[config.mk]
export PLATFORM = sky130hd
export DESIGN_NAME = display_scan_decoder
export DESIGN_NICKNAME = d
export VERILOG_FILES = /design/src/rtl/display_scan_decoder.sv
export SDC_FILE = /design/constraint.sdc
export NUM_CORES = 1
export LEC_CHECK = 0
export ABC_AREA = 0
export ABC_CLOCK_PERIOD_IN_PS = 3450
export CAP_MARGIN = 20
export CORE_MARGIN = 2
export CORE_UTILIZATION = 55
export CTS_CLUSTER_DIAMETER = 200
export DETAILED_ROUTE_END_ITERATION = 8
export PLACE_DENSITY = 0.78
export RECOVER_POWER = 50
export SLEW_MARGIN = 20
export SYNTH_ARGS = -nofsm -noshare
export SYNTH_HDL_FRONTEND = slang
export SYNTH_SLANG_ARGS = --single-unit
[constraint.sdc]
create_clock -name PHI2 -period 3.45 [get_ports PHI2]
set_input_delay 0.69 -clock PHI2 [delete_from_list [all_inputs] [get_ports PHI2]]
set_output_delay 0.69 -clock PHI2 [all_outputs]
set_load 0.01 [all_outputs]
[src/rtl/display_scan_decoder.sv]
// display_scan_decoder
//   Receive end of the ARC display bus.  One word of NDIG digit slots follows
//   each START strobe; each slot is BITS_PER_DIGIT PHI2 cycles long and DD is
//   sampled in the slot's last cycle.  Digits collect in a shadow buffer.
//   They are copied to the display buffer only when the final digit arrives,
//   so the scan never shows a half-received word.  The display buffer is
//   multiplexed onto a 7-segment LED scan, one digit per SCAN_DIV cycles.
//
// Ports
//   PHI2        in   clock, all state updates on the rising edge
//   PWO         in   synchronous active-high reset
//   DD[4:0]     in   display bus {E = decimal point, D,C,B,A = BCD 3..0}
//   START       in   one-cycle word-start strobe
//   seg_out     out  segments {g,f,e,d,c,b,a}, active high
//   dp_out      out  decimal point of the scanned digit
//   dig_idx     out  index of the scanned digit, 0..NDIG-1
//   dig_en      out  digit driver enable
//   frame_valid out  a committed frame is held and displayed
//   sync_err    out  one-cycle pulse, START arrived before the word completed
//   dbg_state   out  capture FSM state (00 IDLE, 01 CAPTURE, 10 HOLD)
module display_scan_decoder #(
   parameter int NDIG           = 14,
   parameter int BITS_PER_DIGIT = 4,
   parameter int SCAN_DIV       = 64,
   parameter int TIMEOUT_WORDS  = 4
) (
   input  logic       PHI2,
   input  logic       PWO,
   input  logic [4:0] DD,
   input  logic       START,
   output logic [6:0] seg_out,
   output logic       dp_out,
   output logic [3:0] dig_idx,
   output logic       dig_en,
   output logic       frame_valid,
   output logic       sync_err,
   output logic [1:0] dbg_state
);

   localparam int WORD_LEN = NDIG * BITS_PER_DIGIT;
   localparam int CNT_W    = $clog2(WORD_LEN);
   localparam int SLOT_W   = $clog2(BITS_PER_DIGIT);
   localparam int TO_LIMIT = TIMEOUT_WORDS * WORD_LEN;
   localparam int TO_W     = $clog2(TO_LIMIT + 1);
   localparam int SD_W     = $clog2(SCAN_DIV);

   // Blank digit: code 4'hF decodes to no segments, decimal point off.
   localparam logic [4:0] BLANK = 5'h0F;

   typedef enum logic [1:0] {
      IDLE    = 2'b00,
      CAPTURE = 2'b01,
      HOLD    = 2'b10
   } state_t;

   state_t            state, state_nx;
   logic [CNT_W-1:0]  cnt, cnt_nx;
   logic [TO_W-1:0]   tcnt;
   logic [SD_W-1:0]   sdiv;
   logic [4:0]        shadow [NDIG];
   logic [4:0]        disp   [NDIG];
   logic [6:0]        seg_reg;
   logic              dp_reg;
   logic              commit;
   logic              err_nx;
   logic              timeout_hit;
   logic              slot_last;
   logic [CNT_W-SLOT_W-1:0] slot;

   assign slot_last = (cnt[SLOT_W-1:0] == SLOT_W'(BITS_PER_DIGIT - 1));
   assign slot      = cnt[CNT_W-1:SLOT_W];

   function automatic logic [6:0] seg_decode(input logic [3:0] code);
      case (code)
         4'h0:    return 7'h3F;
         4'h1:    return 7'h06;
         4'h2:    return 7'h5B;
         4'h3:    return 7'h4F;
         4'h4:    return 7'h66;
         4'h5:    return 7'h6D;
         4'h6:    return 7'h7D;
         4'h7:    return 7'h07;
         4'h8:    return 7'h7F;
         4'h9:    return 7'h6F;
         4'hE:    return 7'h40;
         default: return 7'h00;
      endcase
   endfunction

   // Capture FSM next state.  In IDLE/HOLD cnt rests at 0, so the START
   // cycle itself is cnt 0 and the next cycle is cnt 1.
   always_comb begin
      // NOTE: every output of this block gets a default first so that no path
      // leaves one unassigned and infers a latch.
      state_nx = state;
      cnt_nx   = cnt;
      commit   = 1'b0;
      err_nx   = 1'b0;
      case (state)
         IDLE, HOLD: begin
            if (START) begin
               state_nx = CAPTURE;
               cnt_nx   = CNT_W'(1);
            end
         end
         CAPTURE: begin
            if (cnt == CNT_W'(WORD_LEN - 1)) begin
               // Last digit still commits even if a new START collides with it;
               // the new word's cnt 0 is then the following cycle.
               commit = 1'b1;
               cnt_nx = '0;
               if (START) err_nx   = 1'b1;
               else       state_nx = HOLD;
            end else if (START) begin
               // Early START: drop the partial word; this cycle is cnt 0.
               err_nx = 1'b1;
               cnt_nx = CNT_W'(1);
            end else begin
               cnt_nx = cnt + CNT_W'(1);
            end
         end
         default: begin
            state_nx = IDLE;
            cnt_nx   = '0;
         end
      endcase

      // A commit clears the timeout, so the two never coincide.
      timeout_hit = !commit && (tcnt == TO_W'(TO_LIMIT - 1));
      if (timeout_hit) begin
         state_nx = IDLE;
         cnt_nx   = '0;
      end
   end

   // Capture datapath, commit and timeout.
   always_ff @(posedge PHI2) begin
      if (PWO) begin
         state       <= IDLE;
         cnt         <= '0;
         tcnt        <= '0;
         sync_err    <= 1'b0;
         frame_valid <= 1'b0;
         // NOTE: both buffers are reset explicitly because a blank display is
         // required after reset; a plain storage array would not need this.
         for (int i = 0; i < NDIG; i++) begin
            shadow[i] <= BLANK;
            disp[i]   <= BLANK;
         end
      end else begin
         // NOTE: non-blocking assignments throughout, so every register sees
         // the pre-edge values of the others regardless of statement order.
         state    <= state_nx;
         cnt      <= cnt_nx;
         sync_err <= err_nx;

         if (state == CAPTURE && slot_last)
            shadow[slot] <= DD;

         if (commit) begin
            // The final digit is sampled in the commit cycle, so take it from
            // DD directly rather than from the shadow slot written in parallel.
            for (int i = 0; i < NDIG - 1; i++)
               disp[i] <= shadow[i];
            disp[NDIG-1] <= DD;
            frame_valid  <= 1'b1;
            tcnt         <= '0;
         end else begin
            if (tcnt != TO_W'(TO_LIMIT))
               tcnt <= tcnt + TO_W'(1);
            if (timeout_hit) begin
               frame_valid <= 1'b0;
               for (int i = 0; i < NDIG; i++)
                  disp[i] <= BLANK;
            end
         end
      end
   end

   // LED scan: divider, digit index and registered decode.  The decode lags
   // dig_idx by one cycle, which lands inside the blanked divider count 0.
   always_ff @(posedge PHI2) begin
      if (PWO) begin
         sdiv    <= '0;
         dig_idx <= '0;
         seg_reg <= '0;
         dp_reg  <= 1'b0;
      end else begin
         if (sdiv == SD_W'(SCAN_DIV - 1)) begin
            sdiv    <= '0;
            dig_idx <= (dig_idx == 4'(NDIG - 1)) ? 4'd0 : dig_idx + 4'd1;
         end else begin
            sdiv <= sdiv + SD_W'(1);
         end
         seg_reg <= seg_decode(disp[dig_idx][3:0]);
         dp_reg  <= disp[dig_idx][4];
      end
   end

   assign dig_en    = frame_valid && (sdiv != '0);
   assign seg_out   = dig_en ? seg_reg : 7'h00;
   assign dp_out    = dig_en & dp_reg;
   assign dbg_state = state;

endmodule
After elaboration in Yosys (flattened, before gate mapping)
Memory sizes are Yosys's and may differ from the RTL's. A register that Yosys moved wholly into a read port is not among the register bits.
Index checks and enable logic that the tools add are counted.
{ "totals": {"register_bits": 29, "ram_bits": 140, "rom_bits": 112, "input_bits": 8, "output_inout_bits": 17, "wordCells": 130, "n_memories": 3} }
{ "op_classes": {"addsub": 4, "eq_ne": 11, "n_mux": 60, "n_bitwise": 30, "n_reduce_logical": 14} }
{ "memory_table": {"columns": ["memory", "depth", "width", "rd", "rd_ports_with_merged_regs", "wr", "line", "rtl"], "rows": [
  ["(name not given)", 16, 7, 1, 1, 0, "74", "case (code)"],
  ["disp", 14, 5, 1, 1, 14, "61", "logic [4:0] disp [NDIG];"],
  ["shadow", 14, 5, 13, 0, 14, "60", "logic [4:0] shadow [NDIG];"]
]} }
{ "op_table": {"columns": ["cell", "count"], "rows": [
  ["$mux W5", 29],
  ["$or A1 B1 Y1", 28],
  ["$mux W1", 18],
  ["$mux W6", 3],
  ["$mux W4", 4],
  ["$add A6 B1 Y6 const B", 2],
  ["$eq A6 B6 Y1 const B", 2],
  ["$pmux W6 S2", 1],
  ["$reduce_or A2 Y1", 5],
  ["$add A8 B1 Y8 const B", 1],
  ["$eq A8 B8 Y1 const B", 1],
  ["$ne A8 B8 Y1 const B", 1],
  ["$mux W7", 1],
  ["$mux W2", 3],
  ["$ne A2 B2 Y1 const B", 3],
  ["$reduce_bool A6 Y1", 1],
  ["$reduce_or A5 Y1", 1],
  ["$add A4 B1 Y4 const B", 1],
  ["$eq A2 B2 Y1 const B", 2],
  ["$eq A4 B4 Y1 const B", 1],
  ["$pmux W2 S2", 1],
  ["$logic_and A1 B1 Y1", 3],
  ["$reduce_and A3 Y1", 1],
  ["$eq A2 B1 Y1 const B", 1],
  ["other kinds (5)", 5]
]} }

Depth between registers and ports, before layout
Gate-level depths: netlist of the first run.
{ "logic_depth": {"ltp_word": 10, "ltp_mapped": 12, "ltp_nobuf": 9} }

Worst setup path after synthesis of the first run
No wires, ideal clock.
{ "synth_path": {"path_kind": "register -> register", "from": "reg cnt[0]", "to": "mem disp[1][0] (enable)", "setup_time_ps": 390, "arrival_ps": 2254, "t_required_ps": 3060, "path_slack_ps": 806, "path_stages_with_launch": 8, "path_buffers": 1, "period_less_slack_ps": 2644, "cell_sequence": "dfxtp_1 ha_1 nand2_1 or3_1 buf_2 o21ai_2 nor2b_2 inv_1"} }
{ "synth_lines": {"columns": ["item", "line", "rtl"], "rows": [
  ["from (decl)", "57", "logic [CNT_W-1:0] cnt, cnt_nx;"],
  ["from (signal assigned)", "154", "cnt <= cnt_nx;"],
  ["to (decl)", "61", null]
]} }

Final worst setup path of the first run
{ "layout_path": {"from": "reg sdiv[0]", "to": "out seg_out[3]"} }
{ "layout_via": {"elab_chain_cells": 3} }
{ "layout_rtl": {"columns": ["item", "line", "rtl"], "rows": [
  ["from (decl)", "59", "logic [SD_W-1:0] sdiv;"],
  ["from (signal assigned)", "193", "sdiv <= sdiv + SD_W'(1);"],
  ["$reduce_bool A6 Y1", "200", "assign dig_en = frame_valid && (sdiv != '0);"],
  ["$logic_and A1 B1 Y1", "200", null],
  ["$mux W7", "201", "assign seg_out = dig_en ? seg_reg : 7'h00;"],
  ["to (decl)", "31", "output logic [6:0] seg_out,"]
]} }
No other way between the ends.

==> results.md, run 1 <==
- Htree depth: 4
- Core area: 0.01319 sq mm
- Synth Instances: between 500 and 600
- Post-Synth Adder-Cell Area: 0.01866
- Final antenna-violating net count: 0
- Worst-path cell chain: inv_1 -> ha_1 -> or4b_2 -> o21a_1 -> and2_1 -> clkdlybuf4s50_1
- Syn nets: just over 600
- Post-synthesis mux area share: 0.06666
- Min Tclk post-route: 3.122 ns
- Area grow syn2layout: 11.64%
- Final slew viol count: 0
- Ant diodes: 0
- GPL Wtd Cong: 0.8354
- Top reg by flops: disp
- CP required: 2.76 ns
- Area taken by multi-input logic gates: between 0.002 and 0.003 sq mm
- Top Ports: 25
- Total die area: 0.01436 sq mm
- DRT Wirelength: roughly 14 mm
- Place WS: 0.7601 ns
- Post-cts repair resize count: 0
- TritonCTS Buffers: 17
- Fmax: roughly 320 MHz
- First-pass GRT wire length: 22.61 mm
- Synthesized cell area: about 0.0074 sq mm
- Die width: 119.8 um
- Routed WL per cell: between 15 and 20 um
- DRT Pass-1 Iters: 5
- CP Max Fanout: 9
- Final Setup Violations: 0
- Warnings, synthesis: 0
- Register Area: 0.004554 sq mm
- DR vias: between 4000 and 5000
- Largest regs: disp x70, shadow x65, tcnt x8
- I/O Buffers: 24
- Drt via density: 5.611
- Core Util, Final: 0.6244
- CP max stage cell: or4b_2
- Synthesis-stage register bit count: 175
- Die height: 119.8 um
- Predominant post-synthesis flop cell: edfxtp_1
- Post-synth cell types: 62
- Simple-gate share of the synthesized area: 0.1745
- XOR/XNOR share of the synthesized area: 0.01425
- Delay-heaviest family, CP: simple AND/OR/NAND/NOR gates
- Slew @ Worst Pin: 1.098 ns
- TritonCTS clock tree: yes
- Unrepaired setup endpoints after global routing: no
- Post-DP HPWL: 9.436 mm
- Compound-cell area share of the yosys netlist: 0.07717
- WHS Path Cells: 1
- Bufs on Longest Clock Path: 2
- Cell taking the most area after synthesis: edfxtp_1
- Pwr/cell area: 495.2 mW/mm^2
- Row Count: 42
- VDD IR-drop max: 0.2948 mV
- Fill count: slightly below 1000
- Startpoint types: flop
- Remaining DRCs: 0
- Top cells by area in the synthesized netlist: edfxtp_1 (43%), dfxtp_1 (19%), nand2b_1 (3.8%)
- Global Route Usage Sum: 0.2113
- Mapped Avg Cell Area: 12.55 sq um
- Max FFs per register: 70
- Leak: 2.680 nW
- Layout cells sized above 1: 0.1522
- Number of global-route vias before repair: 4307
- Nets: 630
- Final instance area: 0.008235 sq mm
- Critical Path AT: ~2.4 ns
- Run status: complete, no violations
- Ys async rst share: 0
- EDFF count, synth: ~110
- Stages on the worst setup path: 6
- CTS clk-pin slew, worst paths: 0.06 ns
- Setup total negative slack: 0 ns
- Setup CP Type: reg -> out
- Final setup margin: 0.3281 ns
- Clock sinks: 175
- MaxCap Viol Count: 0
- Initial antenna violation count: 0
- Crit-path max cell delay: 0.58 ns
- Clock latency on the worst-skew pair: around 0.42 ns
- Skew final: 0.005897 ns
- Main combinational cell family by area after synthesis: simple AND/OR/NAND/NOR gates
- CP Capture Type: output pin
- Cells on worst reg2reg path: 7
- Final total power: 4.078 mW
- Setup bufs post-CTS: 0
- Largest net degree at the start of global routing: 48
- Post-DP Area: between 0.007 and 0.008 sq mm
- Initial core utilization: 0.5593
- Max transition margin: 0.2680
- Sequential share of the synthesized area: 0.6174
- Final Hold Viols: 0
- Post-CTS Hold Fix Bufs: 0
- HP Class: reg -> reg
- Grt ovf: 0
- WP buf/inv: 2
- Root buffer cell: clkbuf_16
- Share of the synthesized area in the top cell type: 0.4274
- DRT iter0 DRCs: 377
- Fin crit share: 0.9049
power by group:
group / internal (mW) / switching, mW
clock: 0.935 / 0.730
combinational: 0.0431 / 0.0892
sequential: 2.26 / 0.0224
per-layer routing:
metal	GRT usage	share of wire	vias up	wire, um
met5	0	0	-	0
met4	0.1088	0.032	0	449
met3	0.04753	0.048	31	672
met2	0.3364	0.49	133	6902
met1	0.2733	0.43	2182	6030
li1	-	-	2143	-
synthesized netlist by cell type, types with 3 or more instances:
library cell	instances
a21oi_1	13
a22o_1	6
a22oi_1	4
and2_1	23
buf_2	6
clkbuf_1	19
dfxtp_1	70
edfxtp_1	105
ha_1	11
inv_1	14
mux2i_1	12
mux4_1	3
mux4_2	12
nand2_1	36
nand2b_1	45
nand3_1	8
nor2_1	42
nor2b_1	3
nor3_1	9
nor4_1	3
o21a_1	4
o21ai_0	6
o21ai_1	3
o22a_1	16
o22ai_1	8
or2_2	44
or3_1	5
xnor2_1	6
xor2_1	6
cell type report:
class / instances / share of cell area
inverter: 17 / 0.007900
clock buffer: 26 / 0.05697
multi-input combinational: 364 / 0.3150
clock inverter: 6 / 0.004406
sequential: 175 / 0.5530
timing repair buffer: 36 / 0.03601
tap: 176 / 0.02674
worst paths after layout:
path / slack (ns) / endpoint / startpoint
setup / recovery: 0.33 / seg_out[3] / sdiv[0]$_SDFF_PP0_
hold / removal: 0.45 / disp[12][2]$_SDFFE_PP1N_ / shadow[12][2]$_SDFFCE_PN1P_
setup reg to reg: 0.71 / disp[8][2]$_SDFFE_PP1P_ / cnt[0]$_SDFFE_PP0P_
hold reg to reg: 0.45 / disp[12][2]$_SDFFE_PP1N_ / shadow[12][2]$_SDFFCE_PN1P_
through the flow:
step | std cells | hold WS (ns)
after global placement | 768 | 0.4358
after floorplan | 588 | 0.4294
after detailed placement | 768 | 0.4382
after global routing | 800 | 0.4605
final | 800 | 0.4506
after CTS | 800 | 0.4523
layout by cell type, fill, tap and decap left out, types with 14 or more instances in the layout:
cell type / Yosys / routed
nand2_1: 36 / 36
or2_2: 44 / 44
dfxtp_1: 70 / 70
edfxtp_1: 105 / 105
clkdlybuf4s50_1: 0 / 15
inv_1: 14 / 14
nor2_1: 42 / 42
clkbuf_16: 0 / 17
nand2b_1: 45 / 45
clkbuf_1: 19 / 17
o22a_1: 16 / 16
and2_1: 23 / 23
cells by family (layout without fill, tap and decap cells):
group | Yosys count | in the layout
buffers and inverters | 49 | 85
XOR/XNOR | 12 | 12
flip-flops | 175 | 175
adder cells (fa/ha/maj) | 11 | 11
AO/OA/AOI/OAI | 77 | 77
multiplexers | 29 | 29
AND/OR/NAND/NOR | 235 | 235
Note: power is estimated with default switching activity, not from simulation.
==> run 2, diff against run 1 <==
==> constraint.sdc (replaced) <==
create_clock -name PHI2 -period 3.45 [get_ports PHI2]
set_input_delay 0.69 -clock PHI2 [delete_from_list [all_inputs] [get_ports PHI2]]
set_output_delay 0.69 -clock PHI2 [all_outputs]
set_load 0.005 [all_outputs]
==> run 2 against run 1 <==
  * Clock skew increased by 0.0039 ns
  * Worst setup slack got worse by 0.0056 ns
  * Via count increased by 1.1%
  * Flip-flop and latch count unchanged
  * Routed wire length increased by 0.28%
  * Cell count decreased by 0.13%
  * Core utilization increased by 0.36 points
  * Hold slack improved by 0.010 ns
  * Clock-buffer cell count decreased by 1
  * Power increased by 3.5%
  * Largest power group unchanged
==> results.md, run 2 (same netlist as run 1, synthesis figures left out) <==
- Place WS: 0.6841 ns (-0.07599 ns)
- Post-cts repair resize count: 0 (unchanged)
- Internal: 3.369 mW (+4.1%)
- CP endpoint: seg_out[2]
- Number of global-route vias before repair: 4473 (+3.9%)
- Max FFs per register: 70 (unchanged)
- Pwr/cell area: 509.3 mW/mm^2 (+2.9%)
- FF-to-FF End: disp[8][3]$_SDFFE_PP1P_
- WHS: 0.4605 ns (+0.009965 ns)
- DRT Pass-1 Iters: 4 (-1)
- Fill count: 998 (+1.2%)
- Unrepaired setup endpoints after global routing: no
- Setup bufs post-CTS: 0 (unchanged)
- Post-DP HPWL: 9.559 mm (+1.3%)
- Most frequent cells in the layout: edfxtp_1 (105), dfxtp_1 (70), nand2b_1 (45)
- Initial antenna violation count: 0 (unchanged)
- Global Route Usage Sum: 0.2138 (+0.002427)
- Fmax: 319.7 MHz (-0.18%)
- Largest regs: disp x70, shadow x65, tcnt x8
- Clock sinks: 175 (unchanged)
- Cells on worst reg2reg path: 7 (unchanged)
- Setup CP Type: reg -> out
- HP Class: reg -> reg
- Post-DP Area: 0.007760 sq mm (about the same)
- Remaining DRCs: 0 (unchanged)
- Final instance area: 0.008283 sq mm (+0.58%)
- Htree depth: 4 (unchanged)
- TritonCTS Buffers: 17 (unchanged)
- Skew final: 0.009833 ns (+0.003937 ns)
- Clock power frac: 0.428 (+0.020)
- Grt ovf: 0 (unchanged)
- Clock latency on the worst-skew pair: 0.43 ns (about the same)
- Final antenna-violating net count: 0 (unchanged)
- Startpoint types: flop
- Reg2reg setup slack: 0.66 ns (-0.05 ns)
- Top Ports: 25 (unchanged)
- Run status: complete, no violations
- Die height: 119.8 um (unchanged)
- Final Setup Violations: 0 (unchanged)
- Final Hold Viols: 0 (unchanged)
- I/O Buffers: 24 (unchanged)
- First-pass GRT wire length: 23.02 mm (+1.8%)
- CP Capture Type: output pin
- Slew @ Worst Pin: 1.099 ns (+0.0005228 ns)
- VDD IR-drop max: 0.3429 mV (+16%)
- TritonCTS clock tree: yes
- Reg power frac: 0.541 (-0.018)
- Total die area: 0.01436 sq mm (unchanged)
- Die width: 119.8 um (unchanged)
- Top reg by flops: disp
- MaxCap Viol Count: 0 (unchanged)
- Row Count: 42 (unchanged)
- CTS clk-pin slew, worst paths: 0.06 ns (about the same)
- Largest net degree at the start of global routing: 48 (unchanged)
- Critical Path AT: 2.44 ns (about the same)
- DRT iter0 DRCs: 342 (-9.3%)
- Net Switching: 849.6 uW (+0.97%)
- CP Max Fanout: 9 (unchanged)
- GPL Wtd Cong: 0.8141 (-2.5%)
- CP required: 2.76 ns (about the same)
- Cells after DPL: 767 (-0.13%)
- Combinational share of power: 0.031 (about the same)
- Layout cells sized above 1: 0.1557 (+0.003455)
- Final setup margin: 0.3225 ns (-0.005633 ns)
- Bufs on Longest Clock Path: 2 (unchanged)
- Final slew viol count: 0 (unchanged)
- Ant diodes: 0 (unchanged)
- Core Util, Final: 0.6280 (+0.003604)
- DRT Wirelength: 14.09 mm (+0.28%)
- Nets: 629 (-0.16%)
- Fin crit share: 0.9065 (+0.001633)
- Commonest non-fill, non-tap cell in the layout: edfxtp_1
- Area grow syn2layout: 12.28%
- Root buffer cell: clkbuf_16
- Max transition margin: 0.2676 (-0.0003490)
- Core area: 0.01319 sq mm (unchanged)
- Routed WL per cell: 17.64 um (+0.41%)
- Register Area: 0.004554 sq mm (unchanged)
- Worst setup path start: sdiv[0]$_SDFF_PP0_
- Final total power: 4.219 mW (+3.5%)
- Post-CTS Hold Fix Bufs: 0 (unchanged)
- Initial core utilization: 0.5593 (unchanged)
- Drt via density: 5.681 (+1.2%)
- Area taken by multi-input logic gates: 0.002594 sq mm (unchanged)
- DR vias: 4539 (+1.1%)
- Setup total negative slack: 0 ns (unchanged)
- Sw Ratio: 0.2014 (-0.004950)
- Leak: 2.712 nW (+1.2%)
- Min Tclk post-route: 3.128 ns (+0.005633 ns)
- Worst r2r src: cnt[0]$_SDFFE_PP0P_
- Post-route non-filler standard cell count: 799 (-0.13%)
==> run 2: how the worst min path moves through the flow <==
stage                                            from                  endpoint  slack, ns  cells past startpoint
after floorplan           shadow[10][0]$_SDFFCE_PN1P_  disp[10][0]$_SDFFE_PP1N_       0.43                      1
after global placement    shadow[12][0]$_SDFFCE_PN1P_  disp[12][0]$_SDFFE_PP1N_       0.43                      1
after detailed placement  shadow[12][3]$_SDFFCE_PN1P_  disp[12][3]$_SDFFE_PP1N_       0.44                      1
after CTS                  shadow[8][1]$_SDFFCE_PN1P_   disp[8][1]$_SDFFE_PP1P_       0.46                      2
after global routing      shadow[12][3]$_SDFFCE_PN1P_  disp[12][3]$_SDFFE_PP1N_       0.47                      1
final                     shadow[12][3]$_SDFFCE_PN1P_  disp[12][3]$_SDFFE_PP1N_       0.46                      1
==> run 2: critical path, stage by stage, from the launching register on <==
cell and delay [ns]:
dfxtp_1 0.33, inv_1 0.06, ha_1 0.14, or4b_2 0.60, o21a_1 0.26, and2_1 0.18, clkdlybuf4s50_1 0.44
==> run 2: layout make-up <==
type                       count  area share
inverter                      17    0.007855
clock inverter                 7    0.007553
timing repair buffer          35     0.03505
clock buffer                  25     0.05997
sequential                   175      0.5498
multi-input combinational    364      0.3131
tap                          176     0.02659
==> run 2: power groups by stage <==
stage / sequential [mW] / combinational [mW] / clock (mW)
6_report: 2.28 / 0.132 / 1.81
5_1_grt: 2.28 / 0.145 / 1.91
4_1_cts: 2.28 / 0.136 / 1.83
3_5_place_dp: 2.32 / 0.134 / 0
3_3_place_gp: 2.32 / 0.128 / 0
2_1_floorplan: 2.32 / 0.0859 / 0
==> run 2: metal layers <==
metal	share of wire	vias up	GRT usage
li1	-	2151	-
met1	0.43	2246	0.2740
met2	0.50	123	0.3446
met3	0.048	19	0.05846
met4	0.021	0	0.09044
met5	0	-	0
==> run 3, diff against run 2 <==
--- a/config.mk
+++ b/config.mk
@@ -8,12 +8,13 @@
 export ABC_AREA = 0
 export ABC_CLOCK_PERIOD_IN_PS = 3450
 export CAP_MARGIN = 20
-export CORE_MARGIN = 2
+export CORE_MARGIN = 4
 export CORE_UTILIZATION = 55
 export CTS_CLUSTER_DIAMETER = 200
 export DETAILED_ROUTE_END_ITERATION = 8
 export PLACE_DENSITY = 0.78
 export RECOVER_POWER = 50
+export SKIP_CTS_REPAIR_TIMING = 1
 export SLEW_MARGIN = 20
 export SYNTH_ARGS = -nofsm -noshare
 export SYNTH_HDL_FRONTEND = slang
==> run 3 against run 2 <==
  * Fmax grew 0.50%
  * First-iteration DRC count rose by 18%
  * Worst setup slack gained 0.016 ns
  * Sequential power is essentially flat
  * Combinational power about the same
  * Routed wire length barely moved
  * Flip-flop and latch count is the same
  * Cell count stayed put
  * Clock skew about the same
  * Design area rose by 0.57%
  * Clock power rose by 4%
  * Clock-buffer cell count shrank 4
  * Highest routed layer unchanged
==> results.md, run 3 (same netlist as run 1, synthesis figures left out) <==
- Ant diodes: 0 (unchanged)
- Total die area: 0.01533 sq mm (+6.8%)
- Root buffer cell: clkbuf_16
- Fill count: 967 (-3.1%)
- Grt ovf: 0 (unchanged)
- Core area: 0.01319 sq mm (unchanged)
- MaxCap Viol Count: 0 (unchanged)
- Worst-path cell chain: inv_1 -> ha_1 -> or4b_2 -> o21a_1 -> and2_1 -> clkdlybuf4s50_1
- Number of global-route vias before repair: 4419 (-1.2%)
- Final antenna-violating net count: 0 (unchanged)
- Max FFs per register: 70 (unchanged)
- Top Ports: 25 (unchanged)
- Global Route Usage Sum: 0.1966 (-0.01720)
- Htree depth: 4 (unchanged)
- Initial core utilization: 0.5593 (unchanged)
- DRT Pass-1 Iters: 5 (+1)
- Largest net degree at the start of global routing: 36 (-25%)
- Commonest non-fill, non-tap cell in the layout: edfxtp_1
- Die height: 123.8 um (+3.3%)
- Final Hold Viols: 0 (unchanged)
- Worst setup path start: sdiv[0]$_SDFF_PP0_
- Fin crit share: 0.9020 (-0.004519)
- Setup CP Type: reg -> out
- Crit-path max cell delay: 0.58 ns (-0.02 ns)
- I/O Buffers: 24 (unchanged)
- Post-route non-filler standard cell count: 799 (unchanged)
- First-pass GRT wire length: 22.59 mm (-1.9%)
- Skew final: 0.009825 ns (-0.000008300 ns)
- TritonCTS Buffers: 17 (unchanged)
- DRT iter0 DRCs: 402 (+18%)
- Core Util, Final: 0.6316 (+0.003605)
- Nets: 629 (unchanged)
- Row Count: 42 (unchanged)
- Post-DP HPWL: 9.564 mm (about the same)
- Area grow syn2layout: 12.92%
- Min Tclk post-route: 3.112 ns (-0.01559 ns)
- Leak: 2.738 nW (+0.94%)
- Remaining DRCs: 0 (unchanged)
- Drt via density: 5.695 (+0.24%)
- Routed WL per cell: 17.64 um (about the same)
- Cells after DPL: 767 (unchanged)
- CP required: 2.76 ns (about the same)
- HP Class: reg -> reg
- Final slew viol count: 0 (unchanged)
- Setup total negative slack: 0 ns (unchanged)
- Startpoint types: flop
- Final Setup Violations: 0 (unchanged)
- Fmax: 321.3 MHz (+0.50%)
- CP max stage cell: or4b_2
- Largest regs: disp x70, shadow x65, tcnt x8
- FF-to-FF End: seg_reg[6]$_SDFF_PP0_
- Initial antenna violation count: 0 (unchanged)
- Layout cells sized above 1: 0.1637 (+0.008026)
- Critical Path AT: 2.42 ns (-0.02 ns)
- Pwr/cell area: 515.2 mW/mm^2 (+1.2%)
- Clock sinks: 175 (unchanged)
- CP Max Fanout: 9 (unchanged)
- Max transition margin: 0.2505 (-0.01717)
- Slew @ Worst Pin: 1.124 ns (+0.02576 ns)
- GPL Wtd Cong: 0.8517 (+4.6%)
- DRT Wirelength: 14.09 mm (about the same)
- CP Capture Type: output pin
- Die width: 123.8 um (+3.3%)
- Bufs on Longest Clock Path: 2 (unchanged)
- Area taken by multi-input logic gates: 0.002591 sq mm (about the same)
- DR vias: 4550 (+0.24%)
- CP endpoint: seg_out[1]
- Final total power: 4.292 mW (+1.7%)
- Clock latency on the worst-skew pair: 0.42 ns (about the same)
- Reg2reg setup slack: 0.56 ns (-0.10 ns)
- Run status: complete, no violations
- Cells on worst reg2reg path: 7 (unchanged)
- CTS clk-pin slew, worst paths: 0.06 ns (about the same)
- TritonCTS clock tree: yes
- Register Area: 0.004554 sq mm (unchanged)
- Top reg by flops: disp
- VDD IR-drop max: 0.3185 mV (-7.1%)
- Most frequent cells in the layout: edfxtp_1 (105), dfxtp_1 (70), nand2b_1 (45)
- Unrepaired setup endpoints after global routing: no
run 3: area by class of cell:
class                      instances  share of cell area
sequential                       175              0.5467
multi-input combinational        364              0.3111
clock buffer                      21             0.05918
timing repair buffer              35             0.03680
tap                              176             0.02643
clock inverter                    11             0.01202
inverter                          17            0.007810
run 3: how the worst min path moves through the flow:
| stage | startpoint | cells past startpoint | slack (ns) | end |
|---|---|---|---|---|
| after floorplan | shadow[10][0]$_SDFFCE_PN1P_ | 1 | 0.43 | disp[10][0]$_SDFFE_PP1N_ |
| after global placement | shadow[12][0]$_SDFFCE_PN1P_ | 1 | 0.44 | disp[12][0]$_SDFFE_PP1N_ |
| after detailed placement | shadow[12][0]$_SDFFCE_PN1P_ | 1 | 0.44 | disp[12][0]$_SDFFE_PP1N_ |
| after CTS | shadow[10][1]$_SDFFCE_PN1P_ | 1 | 0.46 | disp[10][1]$_SDFFE_PP1N_ |
| after global routing | shadow[10][2]$_SDFFCE_PN1P_ | 1 | 0.48 | disp[10][2]$_SDFFE_PP1N_ |
| final | shadow[10][1]$_SDFFCE_PN1P_ | 1 | 0.46 | disp[10][1]$_SDFFE_PP1N_ |
run 3: metal layers:
layer | vias to the layer above | global-route usage | part of all wire | wire [um]
li1 | 2153 | - | - | -
met1 | 2247 | 0.2459 | 0.42 | 5965
met2 | 127 | 0.3322 | 0.50 | 7100
met3 | 23 | 0.03906 | 0.053 | 744
met4 | 0 | 0.08651 | 0.020 | 282
met5 | - | 0 | 0 | 0
run 3: report_power, final:
part,total (mW),leakage (nW),switching [mW],internal [mW]
logic,0.130,0.951,0.0878,0.0424
registers,2.28,1.49,0.0231,2.26
clock network,1.88,0.298,0.779,1.10
total,4.29,2.74,0.890,3.40
run 3: critical path: cells and delay by family (launching register included):
family	cells	cell delay (ns)
AND/OR/NAND/NOR	2	0.76
buffers and inverters	2	0.51
flip-flops	1	0.34
AO/OA/AOI/OAI	1	0.26
adder cells (fa/ha/maj)	1	0.13
run 3: stage by stage:
step	setup slack, ns	hold slack (ns)	cell area (sq um)
3_5_place_dp	0.6847	0.4397	7772
2_1_floorplan	0.8064	0.4294	7377
3_3_place_gp	0.7798	0.4353	7772
6_report	0.3381	0.4566	8330
5_1_grt	0.1435	0.4800	8330
4_1_cts	0.3047	0.4608	8366
